[src/rtl/bin2bcd_seq_if.sv]
// Handshake and digit bus between a binary-count source and bin2bcd_seq.
// master: drives start/bin and consumes the digits.
// slave:  the converter side.
interface bin2bcd_seq_if #(
  parameter int BIN_W = 14
) ();
  logic             start;
  logic [BIN_W-1:0] bin;
  logic             busy;
  logic             done;
  logic [3:0]       num1;
  logic [3:0]       num2;
  logic [3:0]       num3;
  logic [3:0]       num4;
  logic             ovf;

  modport master (
    output start, bin,
    input  busy, done, num1, num2, num3, num4, ovf
  );

  modport slave (
    input  start, bin,
    output busy, done, num1, num2, num3, num4, ovf
  );
endinterface

[src/rtl/bin2bcd_seq.sv]
// Sequential binary-to-BCD converter (shift-add-3), one input bit per clock.
// Feeds the 4-digit tube driver; the digit outputs only change on the done
// cycle, so the scan driver never displays a partial result.
// Optional macro BIN2BCD_SAT_EN: values above 9999 show 9,9,9,9 instead of
// the value mod 10000. ovf reports > 9999 in both builds.
module bin2bcd_seq #(
  parameter int BIN_W = 14
) (
  input logic         clk,
  input logic         rst_n,
  bin2bcd_seq_if.slave bus
);

  localparam int IW = $clog2(BIN_W + 1);

  typedef enum logic [1:0] {IDLE, SHIFT, DONE} state_t;

  state_t           state_q, state_d;
  logic [IW-1:0]    iter_q;
  logic [BIN_W-1:0] bin_sh_q;
  logic [19:0]      bcd_q;
  logic [19:0]      bcd_adj;
  logic [20:0]      bcd_shl;
  logic             last_iter;
  logic             ovf_nxt;
  logic [15:0]      dig_nxt;
  logic [15:0]      dig_q;
  logic             ovf_q;

  assign last_iter = (iter_q == IW'(BIN_W - 1));

  // Add-3 correction on every nibble >= 5, then shift in the next binary bit.
  // The shifted vector keeps a 21st bit so the ovf test covers everything
  // that can leave the top nibble.
  always_comb begin
    bcd_adj = bcd_q;
    for (int unsigned i = 0; i < 5; i++) begin
      if (bcd_q[4*i +: 4] >= 4'd5) begin
        bcd_adj[4*i +: 4] = bcd_q[4*i +: 4] + 4'd3;
      end
    end
    bcd_shl = {bcd_adj, bin_sh_q[BIN_W-1]};
    ovf_nxt = (bcd_shl[20:16] != 5'd0);
`ifdef BIN2BCD_SAT_EN
    dig_nxt = ovf_nxt ? 16'h9999 : bcd_shl[15:0];
`else
    dig_nxt = bcd_shl[15:0];
`endif
  end

  // State register.
  always_ff @(posedge clk or negedge rst_n) begin
    if (!rst_n) state_q <= IDLE;
    else        state_q <= state_d;
  end

  // Next-state logic: start is only looked at in IDLE.
  always_comb begin
    state_d = state_q;
    unique case (state_q)
      IDLE:    if (bus.start) state_d = SHIFT;
      SHIFT:   if (last_iter) state_d = DONE;
      DONE:    state_d = IDLE;
      default: state_d = IDLE;
    endcase
  end

  // Datapath: capture on accept, shift while in SHIFT. The result registers
  // load on the final shift edge so they are already valid during the DONE
  // cycle, which is when done is high.
  always_ff @(posedge clk or negedge rst_n) begin
    if (!rst_n) begin
      iter_q   <= '0;
      bin_sh_q <= '0;
      bcd_q    <= '0;
      dig_q    <= '0;
      ovf_q    <= 1'b0;
    end else begin
      unique case (state_q)
        IDLE: begin
          if (bus.start) begin
            bin_sh_q <= bus.bin;
            bcd_q    <= '0;
            iter_q   <= '0;
          end
        end
        SHIFT: begin
          bcd_q    <= bcd_shl[19:0];
          bin_sh_q <= bin_sh_q << 1;
          iter_q   <= iter_q + 1'b1;
          if (last_iter) begin
            dig_q <= dig_nxt;
            ovf_q <= ovf_nxt;
          end
        end
        default: ;
      endcase
    end
  end

  assign bus.busy = (state_q != IDLE);
  assign bus.done = (state_q == DONE);
  assign bus.num1 = dig_q[15:12];
  assign bus.num2 = dig_q[11:8];
  assign bus.num3 = dig_q[7:4];
  assign bus.num4 = dig_q[3:0];
  assign bus.ovf  = ovf_q;

endmodule

[src/flat_wrapper.sv]
// flat-port wrapper written by rule: the top's interface ports become plain ports
module bin2bcd_seq_flat 
#(
  parameter int BIN_W = 14
)
  (clk, rst_n, bus_start, bus_bin, bus_busy, bus_done, bus_num1, bus_num2, bus_num3, bus_num4, bus_ovf);
  bin2bcd_seq_if #(.BIN_W(BIN_W)) bus_i ();
  input logic clk;
  input logic rst_n;
  input wire logic [$bits(bus_i.start)-1:0] bus_start;
  input wire logic [$bits(bus_i.bin)-1:0] bus_bin;
  output wire logic [$bits(bus_i.busy)-1:0] bus_busy;
  output wire logic [$bits(bus_i.done)-1:0] bus_done;
  output wire logic [$bits(bus_i.num1)-1:0] bus_num1;
  output wire logic [$bits(bus_i.num2)-1:0] bus_num2;
  output wire logic [$bits(bus_i.num3)-1:0] bus_num3;
  output wire logic [$bits(bus_i.num4)-1:0] bus_num4;
  output wire logic [$bits(bus_i.ovf)-1:0] bus_ovf;
  assign bus_i.start = bus_start;
  assign bus_i.bin = bus_bin;
  assign bus_busy = bus_i.busy;
  assign bus_done = bus_i.done;
  assign bus_num1 = bus_i.num1;
  assign bus_num2 = bus_i.num2;
  assign bus_num3 = bus_i.num3;
  assign bus_num4 = bus_i.num4;
  assign bus_ovf = bus_i.ovf;
  bin2bcd_seq #(.BIN_W(BIN_W)) u_core (.clk(clk), .rst_n(rst_n), .bus(bus_i));
endmodule
[config.mk]
export PLATFORM = sky130hd
export DESIGN_NAME = bin2bcd_seq_flat
export DESIGN_NICKNAME = d
export VERILOG_FILES = /design/src/rtl/bin2bcd_seq_if.sv /design/src/rtl/bin2bcd_seq.sv /design/src/flat_wrapper.sv
export SDC_FILE = /design/constraint.sdc
export NUM_CORES = 1
export LEC_CHECK = 0
export ABC_AREA = 1
export BUFFER_PORTS_ARGS = -buffer_cell sky130_fd_sc_hd__buf_2
export CORE_ASPECT_RATIO = 0.5
export CORE_MARGIN = 4
export CORE_UTILIZATION = 45
export CTS_CLUSTER_SIZE = 20
export DETAILED_ROUTE_END_ITERATION = 8
export GPL_TIMING_DRIVEN = 1
export MAX_ROUTING_LAYER = met4
export PLACE_DENSITY = 0.68
export SYNTH_ARGS = -nofsm -noshare
export SYNTH_HDL_FRONTEND = slang
export SYNTH_SLANG_ARGS = --single-unit
[constraint.sdc]
create_clock -name clk -period 1.6 [get_ports clk]
set_input_delay 0.08 -clock clk [delete_from_list [all_inputs] [get_ports clk]]
set_output_delay 0.08 -clock clk [all_outputs]
set_load 0.1 [all_outputs]
==> Word-level counts from Yosys, hierarchy flattened <==
Cells that the tools add are included.
{ "classes": {"n_addsub": 6, "magnitude_cmp": 5, "n_eq_ne": 5, "muxes": 14, "reduce_logical": 7} }
{ "op_table": {"columns": ["operator", "n"], "rows": [
  ["$pmux W20 S2", 1],
  ["$pmux W14 S2", 1],
  ["$mux W4", 6],
  ["$add A4 B2 Y4 const B", 5],
  ["$ge A4 B3 Y1 const B", 5],
  ["$mux W20", 1],
  ["$mux W14", 1],
  ["$pmux W4 S2", 1],
  ["$reduce_and A2 Y1", 3],
  ["$reduce_bool A5 Y1", 1],
  ["$add A4 B1 Y4 const B", 1],
  ["$eq A4 B4 Y1 const B", 1],
  ["$mux W2", 2],
  ["$pmux W2 S2", 1],
  ["$reduce_bool A2 Y1", 2],
  ["$eq A2 B1 Y1 const B", 1],
  ["$eq A2 B2 Y1 const B", 1],
  ["$logic_not A2 Y1", 1],
  ["$ne A2 B1 Y1 const B", 1],
  ["$ne A2 B2 Y1 const B", 1]
]} }
{ "word_totals": {"ff_bits": 57, "input_bits": 17, "out_inout_bits": 19, "word_cells": 43} }

==> Longest topological paths before layout <==
{ "logic_depth": {"ltp_word": 3, "mapped_depth": 11} }

==> Worst setup path after synthesis <==
Ideal clock, no wire load.
{ "synth_path": {"path_kind": "reg2out", "startpoint": "register u_core.state_q[0]", "endpoint": "output bus_done", "t_arrival_ns": 1.713, "setup_slack_ns": -0.193, "path_stages_with_launch": 2, "path_buffers": 0, "path_cell_list": "dfrtp_1 > nor2_1"} }
{ "synth_between": {"elab_chain_cells": 1} }
{ "synth_lines": {"columns": ["item", "line_no", "text"], "rows": [
  ["start: declaration", "bin2bcd_seq.sv:18", "state_t state_q, state_d;"],
  ["start signal: assignment", "bin2bcd_seq.sv:54", "else state_q <= state_d;"],
  ["$eq A2 B2 Y1", "bin2bcd_seq.sv:102", "assign bus.done = (state_q == DONE);"],
  ["end: declaration", "flat_wrapper.sv:13", "output wire logic [$bits(bus_i.done)-1:0] bus_done;"]
]} }
No other way between the ends.

==> Worst setup path after layout <==
{ "layout_path": {"startpoint": "register u_core.bcd_q[8]", "endpoint": "register u_core.bcd_q[10]"} }
{ "layout_between": {"elab_chain_cells": 3, "elab_cells_between_ends": 4} }
{ "layout_lines": {"columns": ["item", "line_no", "text"], "rows": [
  ["start: declaration", "bin2bcd_seq.sv:21", "logic [19:0] bcd_q;"],
  ["start signal: assignment", "bin2bcd_seq.sv:88", "bcd_q <= bcd_shl[19:0];"],
  ["$add A4 B2 Y4 or $ge A4 B3 Y1 (tied branches)", "bin2bcd_seq.sv:39, bin2bcd_seq.sv:38", null],
  ["$mux W4 (*)", "bin2bcd_seq.sv:38", "if (bcd_q[4*i +: 4] >= 4'd5) begin"],
  ["$pmux W20 S2 (*)", "bin2bcd_seq.sv:79", "unique case (state_q)"]
]} }
Mark *: on every way between the ends. The rest lies on a longest branch, timed or not.
A chain may end at the register's enable or synchronous reset.

==> out/qor.yml <==
floorplanning:
  core-area_mm2: 0.00623
  pin_count: 36
  die_w_um: 123
  die_h_um: 65.4
  rows: 20
  die_area_mm2: 0.00803
  initial_core_util_pct: 47.6
logic_synthesis:
  ys_seq_area_share_pct: 48.1
  synth_top_area_share_pct: 48.1
  synth_enable_flop_cells: 0
  ys.warnings.count: 0
  syn_nets: 327
  synth_most_common_cell: "dfrtp_1"
  avgSynthCellArea_um2: 9.95
  synth_top_flop_cell: "dfrtp_1"
  netlist_area_mm2: 0.00296
  synth_top_cell_by_area: "dfrtp_1"
  async_reset_ff_share_pct: 100
  synthCells: 298
  ys_ff_latch: 57
  ys_top_cells_by_count: "dfrtp_1, nand2_1, inv_1"
  ys_top_cells_by_area: "dfrtp_1, o22ai_2, nand2_1"
  synth_cell_types: 26
critical_path:
  crit_chain: "inv_1 -> ha_1 -> inv_1 -> nand2_1 -> nand3_1 -> o21ai_0 -> o22ai_2"
  path_delay_family: "compound AO/OA/AOI/OAI gates"
  slowest_stage: "dfrtp_1"
  crit_top_cell: "inv_1"
  worstReg2RegStart: "u_core.bcd_q[8]"
  path_class: "flip-flop to flip-flop"
  max_stage_delay_ns: 0.39
  path_buf_inv: 2
  crit_start: "u_core.bcd_q[8]"
  crit_required_ns: 1.79
  worstPathMaxFanout: 4
  reg2reg_depth: 7
  arrival_ns: 1.69
  crit_path_end_kind: "flip-flop"
  endpoint: "u_core.bcd_q[10]"
  crit_cells: 7
  r2r_end: "u_core.bcd_q[10]"
  start_kind: "flip-flop"
  r2r_slack_ns: 0.10
drt:
  wire_per_inst_um: 13.2
  vias: 2157
  drtIter0Drc: 85
  totalWireLength_um: 5750
  drt-vias-per-instance: 4.96
  firstDrtPassIters: 4
  highest_layer: "met4"
  ant_nets: 0
  wl_met3_um: 234
  wl_met1_um: 2670
  drc: 0
  met2_wirelength_um: 2810
timing:
  clock_skew_ns: 0.00556
  max_slew_margin_pct: 67.5
  hold_viol: 0
  setup_viol: 0
  layout_min_cycle_time_ns: 1.50
  finalMaxSlewViolations: 0
  fin_crit_sh_pct: 93.7
  hold_ws_ns: 0.00964
  worst_pin_slew_ns: 0.491
  clock.fmax_ghz: 0.667
clock_tree:
  clkLatencyLatePin_ns: 0.32
  clockBufferDepth: 2
  cts_tree: "yes"
  ctsRootBufferMaster: "clkbuf_16"
  cts_buffers: 9
  cts.sinks: 57
  clk_pin_slew_ns: 0.05
  htree_num_levels: 3
finish:
  drive_above_1_share_pct: 31.1
  multiInputGateArea_mm2: 0.00128
  syn2layout_area_growth_pct: 22.1
  regArea_mm2: 0.00143
  utilization_pct: 58.1
  nFillCells: 534
  nets: 371
  num_antenna_cells: 0
run_status:
  status: "completed"
placed_design:
  place_hpwl_um: 3840
  io_buffers: 35
  gp_congestion: 0.760
grt:
  antenna_found_initial: 0
  grt_usage_pct: 16.8
  grt_max_degree: 58
  grt_pass1_wl_um: 10200
  grt_overflow: 0
  first_global_vias: 2194
job:
  drv_cap: 0
worst_hold_path:
  hold_path_class: "input pin to flip-flop"
[stage by stage]
step	std cells	cell area, µm²	setup TNS (ns)	setup WS (ns)
floorplan	298	2970	0	0.200
global placement	413	3180	0	0.113
detailed placement	413	3180	0	0.0592
CTS	434	3580	0	0.00634
global route	435	3620	-0.00517	-0.00517
finish	435	3620	0	0.101
[state kept, by name, summed over array words and instances, names as in the netlist]
signal           count
u_core.bcd_q        20
u_core.bin_sh_q     14
u_core.bus.ovf       1
u_core.dig_q        16
u_core.iter_q        4
u_core.state_q       2
[area by class of cell]
class                   count  area share (%)
clock inverters             6            2.90
inverters                  47            4.94
clock buffers              10            6.60
flip-flops and latches     57            39.4
multi-input cells         182            35.4
well taps                  88            3.04
repair buffers             45            7.68
[cell families after synthesis]
| logic type | after synthesis | synth area share [%] |
|---|---|---|
| adders and majority gates | 12 | 5.07 |
| and+or+nand+nor | 93 | 14.4 |
| AOI/OAI and AO/OA | 70 | 20.6 |
| DFF | 57 | 48.1 |
| xor gates and xnor gates | 7 | 2.07 |
| buffers and inverters | 59 | 9.75 |
[cell usage in the layout, fill, tap and decap left out, types with 8 or more instances in the layout]
cell and instances:
dfrtp_1 57, nand2_1 51, inv_1 41, buf_2 34, nand3_1 22, o22ai_2 20
o21ai_1 19, ha_1 12, clkbuf_16 9, o21ai_0 8, o221ai_2 8
[worst min-delay path, cell delays in order]
cell      delay, ns
buf_2          0.08
nand3_1        0.07
o221ai_2       0.06
[metal layers]
layer / GRT usage, % / vias up
met2: 27.8 / 32
li1: - / 1089
met3: 5.25 / 2
met1: 19.5 / 1034
met4: 6.00 / 0
met5: - / -
[repair_timing]
action,CTS,global route
gates resized for setup,0,17
endpoints found under the hold margin,61,0
setup buffers,0,1
endpoints found under the setup margin,0,23
hold buffers,5,0
[worst min-delay path by stage]
| stage | from | end | slack [ns] | depth (start not counted) |
|---|---|---|---|---|
| finish | bus_bin[4] | u_core.bin_sh_q[4] | 0.01 | 3 |
| global route | bus_bin[4] | u_core.bin_sh_q[4] | 0.009 | 3 |
| CTS | bus_bin[4] | u_core.bin_sh_q[4] | 0.0005 | 3 |
| detailed placement | rst_n | u_core.bin_sh_q[8] | 0.11 | 2 |
| global placement | rst_n | u_core.bin_sh_q[8] | 0.10 | 2 |
| floorplan | rst_n | u_core.bcd_q[0] | -0.22 | 0 |
Power is left out: the tool's default activity adds up to more than one toggle a clock period on the data nets, which glitch-free logic cannot reach.
